--- src/rtl/spi_slave_byte.sv ---
// spi_slave_byte: byte-oriented SPI slave (CPHA=0, CPOL parameterised) that
// oversamples sclk/n_cs/mosi in the clk domain and moves bytes between the
// SPI master and a pair of 8-bit FIFOs (show-ahead TX, plain RX).
//
// Optional feature: define SPI_SLAVE_ERR_FLAGS_EN to get sticky ovf/udf error
// flags cleared by err_clr. Without it ovf/udf read 0 and err_clr is ignored.
//
// Ports:
//   clk, n_rst          system clock, async active-low reset
//   sclk, n_cs, mosi    SPI pins from the master (asynchronous to clk)
//   miso, miso_oe       serial data out and its pad output enable
//   tx_empty, tx_data   TX FIFO status and show-ahead head word
//   tx_rdreq            TX FIFO pop, asserted in the cycle a byte is loaded
//   rx_full             RX FIFO status
//   rx_data, rx_wrreq   RX FIFO write data and strobe
//   busy                high while a transfer is in progress
//   ovf, udf, err_clr   sticky RX overrun / TX underrun flags and their clear
module spi_slave_byte #(
  parameter bit         CPOL = 1'b0,
  parameter logic [7:0] FILL = 8'hFF
) (
  input  logic       clk,
  input  logic       n_rst,
  input  logic       sclk,
  input  logic       n_cs,
  input  logic       mosi,
  output logic       miso,
  output logic       miso_oe,
  input  logic       tx_empty,
  input  logic [7:0] tx_data,
  output logic       tx_rdreq,
  input  logic       rx_full,
  output logic [7:0] rx_data,
  output logic       rx_wrreq,
  output logic       busy,
  output logic       ovf,
  output logic       udf,
  input  logic       err_clr
);

  localparam int unsigned DW = 8;
  localparam int unsigned CW = 3;

  typedef enum logic {IDLE, ACTIVE} state_t;

  state_t          state, state_n;
  logic [CW-1:0]   bit_cnt, bit_cnt_n;
  logic [DW-1:0]   tx_sr, tx_sr_n;
  logic [DW-1:0]   rx_sr, rx_sr_n;
  logic [DW-1:0]   rx_data_n;
  logic            rx_wrreq_n;
  logic            tx_load;
  logic            ovf_set, udf_set;

  // Synchronizers plus history registers
  logic sclk_s1, sclk_s2, sclk_h;
  logic cs_s1, cs_s2, cs_h;
  logic mosi_s1, mosi_s2, mosi_h;
  logic [1:0] sync_vld;
  logic cs_arm;

  // Registered one-clk event pulses
  logic lead_q, trail_q, cs_fall_q, cs_rise_q;

  // Pin synchronization and edge detection; mosi_h stays aligned with lead_q.
  // cs_arm blocks a cs_fall until n_cs has genuinely been seen high after reset.
  always_ff @(posedge clk or negedge n_rst) begin
    if (!n_rst) begin
      sclk_s1   <= CPOL;
      sclk_s2   <= CPOL;
      sclk_h    <= CPOL;
      cs_s1     <= 1'b1;
      cs_s2     <= 1'b1;
      cs_h      <= 1'b1;
      mosi_s1   <= 1'b0;
      mosi_s2   <= 1'b0;
      mosi_h    <= 1'b0;
      sync_vld  <= 2'b00;
      cs_arm    <= 1'b0;
      lead_q    <= 1'b0;
      trail_q   <= 1'b0;
      cs_fall_q <= 1'b0;
      cs_rise_q <= 1'b0;
      miso_oe   <= 1'b0;
    end else begin
      sclk_s1   <= sclk;
      sclk_s2   <= sclk_s1;
      sclk_h    <= sclk_s2;
      cs_s1     <= n_cs;
      cs_s2     <= cs_s1;
      cs_h      <= cs_s2;
      mosi_s1   <= mosi;
      mosi_s2   <= mosi_s1;
      mosi_h    <= mosi_s2;
      sync_vld  <= {sync_vld[0], 1'b1};
      cs_arm    <= cs_arm | (sync_vld[1] & cs_s2);
      lead_q    <= (sclk_h == CPOL) && (sclk_s2 != CPOL);
      trail_q   <= (sclk_h != CPOL) && (sclk_s2 == CPOL);
      cs_fall_q <= cs_arm & cs_h & ~cs_s2;
      cs_rise_q <= ~cs_h & cs_s2;
      miso_oe   <= ~cs_s2;
    end
  end

  // State and datapath registers
  always_ff @(posedge clk or negedge n_rst) begin
    if (!n_rst) begin
      state    <= IDLE;
      bit_cnt  <= '0;
      tx_sr    <= '0;
      rx_sr    <= '0;
      rx_data  <= '0;
      rx_wrreq <= 1'b0;
    end else begin
      state    <= state_n;
      bit_cnt  <= bit_cnt_n;
      tx_sr    <= tx_sr_n;
      rx_sr    <= rx_sr_n;
      rx_data  <= rx_data_n;
      rx_wrreq <= rx_wrreq_n;
    end
  end

  // Next-state and datapath control; cs_rise has priority over sclk edges
  always_comb begin
    state_n    = state;
    bit_cnt_n  = bit_cnt;
    tx_sr_n    = tx_sr;
    rx_sr_n    = rx_sr;
    rx_data_n  = rx_data;
    rx_wrreq_n = 1'b0;
    tx_load    = 1'b0;
    ovf_set    = 1'b0;
    case (state)
      IDLE: begin
        if (cs_fall_q) begin
          state_n   = ACTIVE;
          bit_cnt_n = '0;
          tx_load   = 1'b1;
        end
      end
      ACTIVE: begin
        if (cs_rise_q) begin
          state_n   = IDLE;
          bit_cnt_n = '0;
        end else if (lead_q) begin
          rx_sr_n   = {rx_sr[DW-2:0], mosi_h};
          bit_cnt_n = bit_cnt + CW'(1);
          if (bit_cnt == CW'(7)) begin
            if (!rx_full) begin
              rx_data_n  = rx_sr_n;
              rx_wrreq_n = 1'b1;
            end else begin
              ovf_set = 1'b1;
            end
          end
        end else if (trail_q) begin
          if (bit_cnt == '0) tx_load = 1'b1;
          else               tx_sr_n = {tx_sr[DW-2:0], 1'b0};
        end
      end
      default: state_n = IDLE;
    endcase
    // Byte boundary load from the show-ahead head, or FILL when empty
    tx_rdreq = tx_load & ~tx_empty;
    udf_set  = tx_load & tx_empty;
    if (tx_load) tx_sr_n = tx_empty ? FILL : tx_data;
  end

  assign miso = tx_sr[DW-1];
  assign busy = (state == ACTIVE);

`ifdef SPI_SLAVE_ERR_FLAGS_EN
  // Sticky error flags; a set in the same cycle as err_clr wins
  always_ff @(posedge clk or negedge n_rst) begin
    if (!n_rst) begin
      ovf <= 1'b0;
      udf <= 1'b0;
    end else begin
      ovf <= ovf_set | (ovf & ~err_clr);
      udf <= udf_set | (udf & ~err_clr);
    end
  end
`else
  assign ovf = 1'b0;
  assign udf = 1'b0;
  logic unused_flags;
  assign unused_flags = &{1'b0, ovf_set, udf_set, err_clr};
`endif

endmodule

--- config.mk ---
export PLATFORM = sky130hd
export DESIGN_NAME = spi_slave_byte
export DESIGN_NICKNAME = d
export VERILOG_FILES = /design/src/rtl/spi_slave_byte.sv
export SDC_FILE = /design/constraint.sdc
export NUM_CORES = 1
export LEC_CHECK = 0
export ABC_AREA = 1
export BUFFER_PORTS_ARGS = -buffer_cell sky130_fd_sc_hd__buf_4
export CORE_MARGIN = 4
export CORE_UTILIZATION = 50
export DETAILED_ROUTE_END_ITERATION = 8
export GPL_TIMING_DRIVEN = 0
export PLACE_DENSITY = 0.83
export SYNTH_ARGS = -nofsm -noshare
export SYNTH_HDL_FRONTEND = slang
export SYNTH_SLANG_ARGS = --single-unit
--- constraint.sdc ---
create_clock -name clk -period 1.15 [get_ports clk]
set_input_delay 0.0575 -clock clk [delete_from_list [all_inputs] [get_ports clk]]
set_output_delay 0.0575 -clock clk [all_outputs]
set_load 0.01 [all_outputs]
# ---- Word level (Yosys, flattened, before mapping)
# Index checks and enable logic that the tools add are counted.
dict set report totals {
  elab_cells 76
  out_inout_bits 15
  regBits 45
}
dict set report classes {
  reduce_logical 9
  muxes 24
  n_eq_ne 6
  addsub 1
  bitwise_logic 14
}
# operator n
set op_table {}
lappend op_table {{8-bit two-way mux} 7}
lappend op_table {{1-bit two-way mux} 11}
lappend op_table {{5-bit AND reduction} 2}
lappend op_table {{3-bit two-way mux} 3}
lappend op_table {{2-bit inequality test, second input constant} 4}
lappend op_table {{1-bit inverter} 8}
lappend op_table {{3-bit one-hot mux with 2 select lines} 1}
lappend op_table {{1-bit bitwise AND} 5}
lappend op_table {{1-bit one-hot mux with 2 select lines} 2}
lappend op_table {{2-bit nonzero test} 2}
lappend op_table {{3-bit by 1-bit adder with 3-bit output, second input constant} 1}
lappend op_table {{3-bit equality test, second input constant} 1}
lappend op_table {{3-bit logical NOT} 1}
lappend op_table {{3-bit by 1-bit inequality test with 1-bit output, second input constant} 1}
lappend op_table {{3-bit AND reduction} 1}
lappend op_table {{1-bit logical AND} 2}
lappend op_table {{2-bit AND reduction} 1}
lappend op_table {{1-bit OR} 1}

# ---- Longest topological paths before layout
# Gate-level depths: netlist (run 1).
dict set report depth {
  word_depth 8
  depth_mapped 10
  depth_no_buf 10
}

# ---- Least setup slack after synthesis (run 1)
# No wires, ideal clock.
dict set report synth_path {
  path_kind {register to register}
  from {register bit_cnt[0]}
  to {register rx_data[5]}
  path_buffers 1
  setup_ps 118
  arrival_ps 1156
  path_stages_with_launch 9
  slack_ps -124
  cell_sequence {dfrtp_1 > ha_1 > ha_1 > inv_1 > nor2_1 > nand3_4 > buf_6 > nand2_1 > o21ai_2}
}
dict set report synth_via {
  elab_chain_cells 2
}
# element line_no
set synth_rtl {}
lappend synth_rtl {{start: declaration} 47} ;# logic [CW-1:0] bit_cnt, bit_cnt_n;
lappend synth_rtl {{start signal: assignment} 116} ;# bit_cnt <= bit_cnt_n;
lappend synth_rtl {{3-bit equality test} 149} ;# if (bit_cnt == CW'(7)) begin
lappend synth_rtl {{5-bit AND reduction (no source line)} n/a}
lappend synth_rtl {{end signal: assignment} 119} ;# rx_data <= rx_data_n;
lappend synth_rtl {{end: declaration} 33} ;# output logic [7:0] rx_data,
# Every way passes these cells.
# A chain may end at the register's enable or synchronous reset.

# ---- Final worst setup path (run 1)
dict set report layout_path {
  from {register bit_cnt[0]}
  to {output port tx_rdreq}
}
dict set report layout_via {
  elab_chain_cells 7
}
# element line_no
set layout_rtl {}
lappend layout_rtl {{3-bit logical NOT} 158} ;# if (bit_cnt == '0) tx_load = 1'b1;
lappend layout_rtl {{1-bit two-way mux} 158}
lappend layout_rtl {{1-bit two-way mux} 157} ;# end else if (trail_q) begin
lappend layout_rtl {{1-bit two-way mux} 146} ;# end else if (lead_q) begin
lappend layout_rtl {{1-bit two-way mux} 143} ;# if (cs_rise_q) begin
lappend layout_rtl {{1-bit one-hot mux with 2 select lines} 134} ;# case (state)
lappend layout_rtl {{1-bit bitwise AND} 165} ;# tx_rdreq = tx_load & ~tx_empty;
lappend layout_rtl {{end: declaration} 31} ;# output logic tx_rdreq,
# Every way passes these cells.

==> results of run 1 <==
## through the flow
step | power, W | area, µm² | hold slack, ps | utilization, %
2_1_floorplan | 0.002651 | 1954 | -238.1 | -
3_3_place_gp | 0.002861 | 2217 | 76.65 | 60.11
3_5_place_dp | 0.002891 | 2217 | 79.87 | 60.11
4_1_cts | 0.003965 | 2432 | 29.25 | 65.94
5_1_grt | 0.004345 | 2524 | 33.01 | 68.42
6_report | 0.004080 | 2524 | 29.98 | 68.42
## cells in the mapped netlist
| cell | instances | area share (%) |
|---|---|---|
| dfrtp_1 | 42 | 55 |
| nor2_4 | 2 | 1.2 |
| conb_1 | 2 | 0.39 |
| nand3_1 | 10 | 2.6 |
| nand3_4 | 1 | 0.91 |
| buf_6 | 2 | 1.2 |
| nand2_2 | 10 | 3.3 |
| nand2_4 | 3 | 1.8 |
| nand2_8 | 1 | 1.0 |
| nand2_1 | 53 | 10 |
| nor2_1 | 5 | 0.98 |
| inv_2 | 4 | 0.78 |
| or2_2 | 7 | 2.3 |
| buf_4 | 3 | 1.2 |
| dfstp_2 | 3 | 4.1 |
| a21oi_1 | 1 | 0.26 |
| o21ai_2 | 14 | 6.4 |
| o21ai_1 | 4 | 1.0 |
| ha_1 | 3 | 2.0 |
| a21o_1 | 1 | 0.39 |
| inv_1 | 17 | 3.3 |
## per-layer routing
metal,vias up,share of wire (%),global-route usage (%)
li1,669,-,-
met3,5,3.6,4.748
met5,-,0,0
met1,642,44,19.18
met2,17,51,23.19
met4,0,1.4,5.319
## cell type report
cell class / count / share of cell area, %
sequential: 45 / 44.82
buffer: 5 / 2.231
multi-input combinational: 118 / 30.29
clock inverter: 1 / 0.2975
tap: 48 / 2.380
timing repair buffer: 39 / 13.34
clock buffer: 7 / 3.421
inverter: 21 / 3.223
## registers in the layout (all words and copies together), names as in the netlist, 2 cells and up
register  count
rx_data       8
tx_sr         8
bit_cnt       3
rx_sr         7
sync_vld      2
## cells by family after synthesis
family / synth area share (%)
buffers and inverters: 6.445
other: 0.3908
AOI/OAI and AO/OA: 8.073
adders and majority gates: 1.953
DFF: 58.79
and+or+nand+nor: 24.35
## worst max-delay path: cells and delay by family (launching register included)
family                     cells  cell delay [ps]
AOI/OAI and AO/OA              1              110
and+or+nand+nor                3              200
adders and majority gates      1              150
DFF                            1              400
buffers and inverters          2              230
## worst paths after layout
check	end	cells after the start
max	tx_rdreq	7
min	tx_sr[0]$_DFFE_PN0P_	3
max reg2reg	rx_data[7]$_DFFE_PN0P_	9
min reg2reg	sclk_s2$_DFF_PN0_	0
max in group asynchronous	busy$_DFF_PN0_	2
min in group asynchronous	rx_data[5]$_DFFE_PN0P_	2
## report_power, final
part	leakage [nW]	internal [W]	total (W)	switching [W]
Combinational	0.659	0.000463	0.00107	0.000603
Sequential	0.568	0.00186	0.00200	0.000149
Clock	0.0445	0.000488	0.00101	0.000521
Total	1.27	0.00281	0.00408	0.00127
## cell usage in the layout (no fill, tap or decap)
cell           count
nand2_4            8
conb_1             3
dfstp_2            3
nand3_1            9
nand2_2           13
nor2_4             3
clkbuf_1           1
ha_4               2
a21oi_2            1
nand3_2            1
clkinvlp_4         1
dfrtp_1           41
nand2_8            1
buf_8              3
inv_1             14
o21ai_1            3
a21o_1             1
nor2_1             4
dfrtp_2            1
inv_2              6
o21ai_2           15
dlygate4sd3_1      5
buf_4             33
buf_6              2
ha_2               1
or2_2              7
nand2_1           45
buf_16             1
inv_4              1
nand3_4            1
clkbuf_8           6
## timing repair
| action | in CTS | in global routing |
|---|---|---|
| endpoints found under the hold margin | 46 | 0 |
| resized for setup | 6 | 20 |
| cloned | 1 | 0 |
| setup buffers | 4 | 3 |
| hold buffers | 5 | 0 |
| setup endpoints to repair | 21 | 28 |
| pin swaps | 1 | 6 |
==> qor.yml, run 1 <==
place:
  place_ws_ps: -181.2
  routabilityCongestion: 0.8074
  place_hpwl_mm: 2.037
  io_buffer_count: 27
  placed_cells: 264
timing:
  period_share_pct: 126.3
  finalClockSkew_ps: 8.874
  hold_viol: 0
  rsz0062_at_grt: "true"
  maxSlewHeadroom_pct: 64.67
  clock.fmax_mhz: 688.3
  worst_pin_slew_ps: 530.0
  slew_viol_final: 0
  layout_min_cycle_time_ps: 1453
  setup_slack_ps: -302.8
  tns_ps: -4388
  finalSetupViolCount: 23
drt:
  drc: 0
  wl_per_cell_um: 12.32
  wirelength_mm: 3.500
  ant_nets: 0
  viasPerCell: 4.694
  vias: 1333
  drt-initial-drc-count: 92
  first_pass_iters: 4
setup_path:
  cp-start-kind: "flip-flop"
  worst_path_most_repeated_cell: "nand2_4"
  worst_ep_required_time_ps: 1090
  worst_path_max_delay_cell: "dfrtp_1"
  critPathKind: "flip-flop to output pin"
  worst_setup_path_end_kind: "output pin"
  cp_max_fo: 3
  cp-startpoint: "bit_cnt[0]$_DFFE_PN0P_"
  max_stage_delay_ps: 400
  crit_chain: "inv_2 > ha_4 > nand2_4 > nor2_4 > nand2_4 > a21oi_2 > buf_4"
  reg2reg_from: "bit_cnt[1]$_DFFE_PN0P_"
  crit_arrival_ps: 1400
  r2r_setup_slack_ps: -300
global_route:
  grt_pass1_vias: 1304
  antenna_found_initial: 0
  grt_first_pass_wirelength_mm: 5.775
  grtUsageTotal_pct: 14.77
  grt_overflow: 0
  grt_start_max_net_pins: 46
die:
  row_count: 22
  initial_core_util_pct: 52.10
  die_x_um: 70.00
  io_pins: 31
  die_area_um2: 4899
  core_area_um2: 3689
  die_h_um: 70.00
clocking:
  clkTransAtPathRegs_ps: 80
  cts-root-buf: "clkbuf_8"
  cts_sinks: 45
  htreeDepth: 2
  cts_made_buffers: 5
  cts_buffer_depth: 2
  clock_latency_ps: 300
  cts_tree: "built"
worst_hold_path:
  min_from: "tx_empty"
  hold_class: "primary input to flip-flop"
cells_and_area:
  finalNonFillerCells: 284
  fillers: 273
  antennaDiodeCount: 0
  multi_input_area_um2: 764.5
  final_net_count: 254
  areaGrowthSynthToFinish_pct: 31.32
  drive_above_1_share_pct: 46.61
  area.sequential_um2: 1131
synth:
  avgSynthCellArea_um2: 10.22
  ys_seq_elements: 45
  seq_area_frac_synth_pct: 58.79
  syn_area_um2: 1922
  synth_cells: 188
  synth.distinct_cells: 21
  ys_warn_count: 0
power:
  power_per_cell_area_nw_per_um2: 1617
  ir_drop_uv: 1161
  power.leakage_nw: 1.271
job:
  max-cap-violations: 0
outcome:
  violations: "setup timing"
  status: "complete, but fails checks"
(Power assumes the default switching activity.)
==> run 2: changes to the inputs <==
--- a/config.mk
+++ b/config.mk
@@ -7,11 +7,14 @@
 export LEC_CHECK = 0
 export ABC_AREA = 1
 export BUFFER_PORTS_ARGS = -buffer_cell sky130_fd_sc_hd__buf_4
+export CELL_PAD_IN_SITES_DETAIL_PLACEMENT = 1
+export CELL_PAD_IN_SITES_GLOBAL_PLACEMENT = 1
 export CORE_MARGIN = 4
-export CORE_UTILIZATION = 50
+export CORE_UTILIZATION = 38
 export DETAILED_ROUTE_END_ITERATION = 8
 export GPL_TIMING_DRIVEN = 0
-export PLACE_DENSITY = 0.83
+export HOLD_SLACK_MARGIN = 0.1
+export PLACE_DENSITY = 0.81
 export SYNTH_ARGS = -nofsm -noshare
 export SYNTH_HDL_FRONTEND = slang
 export SYNTH_SLANG_ARGS = --single-unit
==> run 2 against run 1 <==
Against the previous run:
- the flow still finishes with violations (setup timing)
- setup slack worse by 41 ps
- via count up 9.7%
- sequential power is 2% higher
- power increased by 6.8%
- clock skew hardly changed
- maximum frequency fell by 2.7%
- sequential cell count stayed put
- hold slack better by 99 ps
- core utilization shrank 12 points
- clock power grew 4%
- cell area is 7.8% higher
- final cell count grew 9.2%
- largest cell class unchanged
- highest routed layer unchanged
==> qor.yml, run 2 (synthesized netlist as in run 1, its figures left out) <==
setup_path:
  cp-start-kind: "flip-flop"
  critPathKind: "flip-flop to flip-flop"
  crit_family: "flip-flops"
  cp_max_fo: 5  # +2
  cp_num_buf_inv: 4  # +2
  crit_arrival_ps: 1680  # +280 ps
  worst_setup_path_end_kind: "flip-flop"
  crit_chain: "buf_4 > ha_4 > ha_4 > inv_2 > nor2_4 > nand3_4 > buf_6 > inv_4 > nand2_2 > nand2_1"
  worst_ep_required_time_ps: 1340  # +250 ps
  worst_path_most_repeated_cell: "ha_4"
  worst_path_max_delay_cell: "dfrtp_1"
  max_stage_delay_ps: 410  # about the same
die:
  io_pins: 31  # unchanged
  core_area_um2: 4817  # +31%
  initial_core_util_pct: 39.90  # -12 points
  row_count: 25  # +14%
  die_h_um: 79.12  # +13%
  die_area_um2: 6259  # +28%
  die_x_um: 79.12  # +13%
power:
  p_comb_share_pct: 29.3  # +3.2 points
  power.share.sequential_pct: 46.7  # -2.4 points
  power.leakage_nw: 1.319  # +3.8%
  power_per_cell_area_nw_per_um2: 1602  # -0.93%
  swShare_pct: 33.82  # +2.6 points
  switchingPower_w: 0.001474  # +16%
  clkPwrFrac_pct: 24.0  # -0.7 points
  ir_drop_uv: 921.7  # -21%
  p_int_w: 0.002884  # +2.8%
  finalPower_w: 0.004358  # +6.8%
cells_and_area:
  antennaDiodeCount: 0  # unchanged
  fillers: 537  # +97%
  final_common_cell: "dfrtp_1"
  layout_common_cells: "40 x dfrtp_1, 38 x nand2_1, 32 x buf_4"
  drive_above_1_share_pct: 53.09  # +6.5 points
  reg_top3: "rx_data: 8 flops, tx_sr: 8 flops, rx_sr: 7 flops"
  final_net_count: 261  # +2.8%
  areaGrowthSynthToFinish_pct: 41.60
place:
  place_hpwl_mm: 2.654  # +30%
  place_ws_ps: -206.7  # -25.46 ps
  routabilityCongestion: 0.7724  # -4.3%
  io_buffer_count: 27  # unchanged
clocking:
  clock_latency_ps: 300  # about the same
  cts-root-buf: "clkbuf_8"
  cts_made_buffers: 5  # unchanged
  cts_tree: "built"
  clkTransAtPathRegs_ps: 90  # about the same
  cts_sinks: 45  # unchanged
  htreeDepth: 2  # unchanged
  cts_buffer_depth: 2  # unchanged
outcome:
  status: "complete, but fails checks"
  violations: "setup timing"
drt:
  ant_nets: 0  # unchanged
  drt-initial-drc-count: 79  # -14%
  viasPerCell: 4.716  # +0.48%
  wirelength_mm: 5.207  # +49%
  vias: 1462  # +9.7%
  first_pass_iters: 4  # unchanged
  wl_per_cell_um: 16.80  # +36%
  drc: 0  # unchanged
timing:
  clock.fmax_mhz: 669.5  # -2.7%
  maxSlewHeadroom_pct: 61.46  # -3.2 points
  rsz0062_at_grt: "true"
  worst_pin_slew_ps: 578.1  # +48.13 ps
  period_share_pct: 129.9  # +3.6 points
  finalClockSkew_ps: 9.334  # +0.4600 ps
  finalSetupViolCount: 29  # +26%
  slew_viol_final: 0  # unchanged
  layout_min_cycle_time_ps: 1494  # +40.96 ps
  hold_viol: 0  # unchanged
  setup_slack_ps: -343.7  # -40.96 ps
global_route:
  grtUsageTotal_pct: 16.23  # +1.5 points
  antenna_found_initial: 0  # unchanged
  grt_start_max_net_pins: 46  # unchanged
  grt_pass1_vias: 1626  # +25%
  grt_overflow: 0  # unchanged
  grt_first_pass_wirelength_mm: 7.776  # +35%
job:
  max-cap-violations: 0  # unchanged
worst_hold_path:
  hold_class: "primary input to flip-flop"
==> run 2: power by group through the flow <==
stage	clock network (W)	registers [W]	logic, W
finish	0.00105	0.00204	0.00128
global route	0.00114	0.00207	0.00141
CTS	0.00106	0.00201	0.00108
detailed placement	0	0.00204	0.000898
global placement	0	0.00202	0.000852
floorplan	0	0.00202	0.000636
==> run 2: worst min-delay path, cell delays in order <==
cell and delay, ps:
buf_4 70, or2_2 90, nand2_2 40, nand2_1 40, nand2_1 40, nand2_1 50
==> run 2: final timing paths <==
check / slack (ps) / end / cells past startpoint / start
max: -340 / rx_data[7]$_DFFE_PN0P_ / 10 / bit_cnt[1]$_DFFE_PN0P_
min: 130 / tx_sr[2]$_DFFE_PN0P_ / 6 / tx_data[2]
max reg2reg: -340 / rx_data[7]$_DFFE_PN0P_ / 10 / bit_cnt[1]$_DFFE_PN0P_
min reg2reg: 350 / sync_vld[1]$_DFF_PN0_ / 0 / sync_vld[0]$_DFF_PN0_
max in group asynchronous: 420 / busy$_DFF_PN0_ / 2 / n_rst
min in group asynchronous: 310 / rx_data[6]$_DFFE_PN0P_ / 2 / n_rst
==> run 2: cell type report <==
| type | count | area, µm² | area share, % |
|---|---|---|---|
| multi-input cells | 118 | 835.8 | 30.71 |
| clock buffers | 6 | 82.58 | 3.034 |
| well taps | 67 | 83.83 | 3.080 |
| plain buffers | 5 | 56.30 | 2.069 |
| repair buffers | 46 | 427.9 | 15.72 |
| inverters | 21 | 88.84 | 3.264 |
| flip-flops and latches | 45 | 1132 | 41.61 |
| clock inverters | 2 | 13.76 | 0.5057 |
==> run 2: per-layer routing <==
layer | part of all wire, % | global-route usage [%]
met1 | 39 | 18.37
met2 | 55 | 29.04
met3 | 2.4 | 2.721
met4 | 3.0 | 8.591
met5 | 0 | 0
==> run 2: stage by stage <==
step                      setup TNS [ps]  instances  cell area [µm²]  hold WS (ps)  utilization, %
after floorplan                   -512.6        189             1954        -238.1               -
final                              -5515        310             2721         128.9           56.49
after global placement             -2242        283             2241         88.41           46.52
after global routing               -7102        310             2721         161.5           56.49
after CTS                          -4998        306             2551         145.8           52.96
after detailed placement           -3285        283             2241         90.73           46.52
==> run 2: what timing repair did <==
item,CTS,global route
hold buffers,6,0
gates resized for setup,19,33
setup endpoints to repair,26,28
pin swaps,6,8
cloned,1,1
setup buffers,8,3
hold endpoints to repair,46,0
==> run 3: changes to the inputs <==
--- a/config.mk
+++ b/config.mk
@@ -10,11 +10,11 @@
 export CELL_PAD_IN_SITES_DETAIL_PLACEMENT = 1
 export CELL_PAD_IN_SITES_GLOBAL_PLACEMENT = 1
 export CORE_MARGIN = 4
-export CORE_UTILIZATION = 38
+export CORE_UTILIZATION = 46
 export DETAILED_ROUTE_END_ITERATION = 8
 export GPL_TIMING_DRIVEN = 0
 export HOLD_SLACK_MARGIN = 0.1
-export PLACE_DENSITY = 0.81
+export PLACE_DENSITY = 0.91
 export SYNTH_ARGS = -nofsm -noshare
 export SYNTH_HDL_FRONTEND = slang
 export SYNTH_SLANG_ARGS = --single-unit
==> constraint.sdc (replaced) <==
create_clock -name clk -period 1.8 [get_ports clk]
set_input_delay 0.09 -clock clk [delete_from_list [all_inputs] [get_ports clk]]
set_output_delay 0.09 -clock clk [all_outputs]
set_load 0.01 [all_outputs]
==> run 3 against run 2 <==
Against the previous run:
- the run now ends clean
- cell area decreased by 14%
- hold slack improved by 22 ps
- register-to-register slack gained 740 ps
- core utilization is 1.7 points higher
- sequential power shrank 37%
- setup slack better by 500 ps
- first-iteration DRC count increased by 2.5%
- wire length down 23%
- clock skew is 1.6 ps lower
- final cell count is 9.7% lower
- non-clock buffer count down 13
- largest power group unchanged
==> qor.yml, run 3 (synthesized netlist as in run 1, its figures left out) <==
outcome:
  status: "finished, final reports clean"
job:
  max-cap-violations: 0  # unchanged
cells_and_area:
  final_common_cell: "nand2_1"
  layout_common_cells: "53 x nand2_1, 42 x dfrtp_1, 30 x buf_4"
  final_net_count: 248  # -5.0%
  reg_top3: "rx_data: 8 flops, tx_sr: 8 flops, rx_sr: 7 flops"
  utilization_pct: 58.20  # +1.7 points
  fillers: 458  # -15%
  drive_above_1_share_pct: 36.52  # -17 points
  design_area_um2: 2345  # -14%
  antennaDiodeCount: 0  # unchanged
  areaGrowthSynthToFinish_pct: 22.01
clocking:
  cts_tree: "built"
  cts_sinks: 45  # unchanged
  clkTransAtPathRegs_ps: 90  # about the same
  cts_made_buffers: 5  # unchanged
  clock_latency_ps: 300  # about the same
  cts_resized: 0  # -19
  cts-root-buf: "clkbuf_8"
  cts_buffer_depth: 2  # unchanged
  post_cts_buffers: 0  # -8
  ctsHoldBuffers: 6  # unchanged
  htreeDepth: 2  # unchanged
setup_path:
  timing.rr.end: "rx_data[5]$_DFFE_PN0P_"
  cp-startpoint: "bit_cnt[0]$_DFFE_PN0P_"
  worst_setup_path_end_kind: "output pin"
  reg2reg_from: "bit_cnt[0]$_DFFE_PN0P_"
  critPathKind: "flip-flop to output pin"
  crit_arrival_ps: 1560  # -120 ps
  cp-endpoint: "tx_rdreq"
  cp_max_fo: 9  # +4
  cp-start-kind: "flip-flop"
  r2r_setup_slack_ps: 400  # +740 ps
  worst_ep_required_time_ps: 1710  # +370 ps
  reg2reg_depth: 8  # -2
drt:
  drt-initial-drc-count: 81  # +2.5%
  vias: 1329  # -9.1%
  ant_nets: 0  # unchanged
  drc: 0  # unchanged
  first_pass_iters: 4  # unchanged
  wirelength_mm: 4.033  # -23%
  viasPerCell: 4.746  # +0.64%
  wl_per_cell_um: 14.40  # -14%
die:
  initial_core_util_pct: 47.70  # +7.8 points
  core_area_um2: 4029  # -16%
  io_pins: 31  # unchanged
  die_h_um: 72.64  # -8.2%
  die_x_um: 72.64  # -8.2%
  die_area_um2: 5276  # -16%
  row_count: 23  # -8.0%
timing:
  worst_pin_slew_ps: 557.4  # -20.70 ps
  period_share_pct: 91.56
  maxSlewHeadroom_pct: 62.84  # +1.4 points
  rsz0062_at_grt: "false"
  holdWs_ps: 151.3  # +22.40 ps
  hold_viol: 0  # unchanged
  layout_min_cycle_time_ps: 1648
  tns_ps: 0  # +5515 ps
  finalSetupViolCount: 0  # -100%
  finalClockSkew_ps: 7.747  # -1.586 ps
  clock.fmax_mhz: 606.8
  slew_viol_final: 0  # unchanged
  setup_slack_ps: 152.0  # +495.7 ps
power:
  power_per_cell_area_nw_per_um2: 1073  # -33%
  ir_drop_uv: 609.0  # -34%
  power.leakage_nw: 1.208  # -8.4%
global_route:
  grtUsageTotal_pct: 17.83  # +1.6 points
  grt_pass1_vias: 1477  # -9.2%
  grt_overflow: 0  # unchanged
  antenna_found_initial: 0  # unchanged
  grt_first_pass_wirelength_mm: 7.093  # -8.8%
  grt_start_max_net_pins: 46  # unchanged
place:
  place_area_um2: 2191  # -2.2%
  place_ws_ps: 370.3  # +576.9 ps
  place_hpwl_mm: 2.711  # +2.2%
  io_buffer_count: 27  # unchanged
  routabilityCongestion: 0.7328  # -5.1%
worst_hold_path:
  hold_class: "primary input to flip-flop"
run 3: cell types whose count changed in the layout (fill, tap and decap cells not counted), sizes merged:
| cell | previous run | this run |
|---|---|---|
| clkinvlp | 0 | 1 |
| buf | 44 | 32 |
| clkinv | 2 | 0 |
run 3: power breakdown:
group          internal [W]  leakage [nW]  switching (W)
Clock              0.000312        0.0445       0.000331
Combinational      0.000228         0.595       0.000356
Sequential          0.00118         0.569       0.000105
run 3: final cells by class:
type / instances / area (µm²) / share of cell area (%)
Sequential cell: 45 / 1130 / 48.19
Inverter: 21 / 78.83 / 3.362
Timing Repair Buffer: 33 / 262.8 / 11.21
Tap cell: 50 / 62.56 / 2.668
Multi-Input combinational cell: 118 / 671.9 / 28.66
Clock buffer: 7 / 86.33 / 3.682
Clock inverter: 1 / 7.507 / 0.3202
Buffer: 5 / 45.04 / 1.921
run 3: worst min path at each step:
stage,startpoint,endpoint,slack (ps),depth (start not counted)
after floorplan,n_rst,bit_cnt[0]$_DFFE_PN0P_,-210,0
after global placement,n_rst,rx_data[7]$_DFFE_PN0P_,110,1
after detailed placement,n_rst,rx_data[6]$_DFFE_PN0P_,120,1
after CTS,rx_full,rx_wrreq$_DFF_PN0_,150,4
after global routing,rx_full,rx_wrreq$_DFF_PN0_,150,4
final,rx_full,rx_wrreq$_DFF_PN0_,150,4
run 3: worst max-delay path, cell delays in order, from the launching register on:
cell     delay (ps)
dfrtp_1         390
inv_1           100
ha_1            160
nand2_1          90
nor2_4          110
nand2_4         120
a21oi_1         160
buf_4           140
run 3: layer usage:
| layer | part of all wire [%] | wire length, µm | track usage [%] |
|---|---|---|---|
| met1 | 42 | 1679 | 21.36 |
| met2 | 54 | 2180 | 30.66 |
| met3 | 3.6 | 144 | 5.096 |
| met4 | 0.72 | 29 | 6.148 |
| met5 | 0 | 0 | 0 |
run 3: per-stage QoR:
stage / total power, W / instances
2_1_floorplan: 0.001685 / 189
3_3_place_gp: 0.001824 / 266
3_5_place_dp: 0.001871 / 266
4_1_cts: 0.002542 / 280
5_1_grt: 0.002691 / 280
6_report: 0.002517 / 280
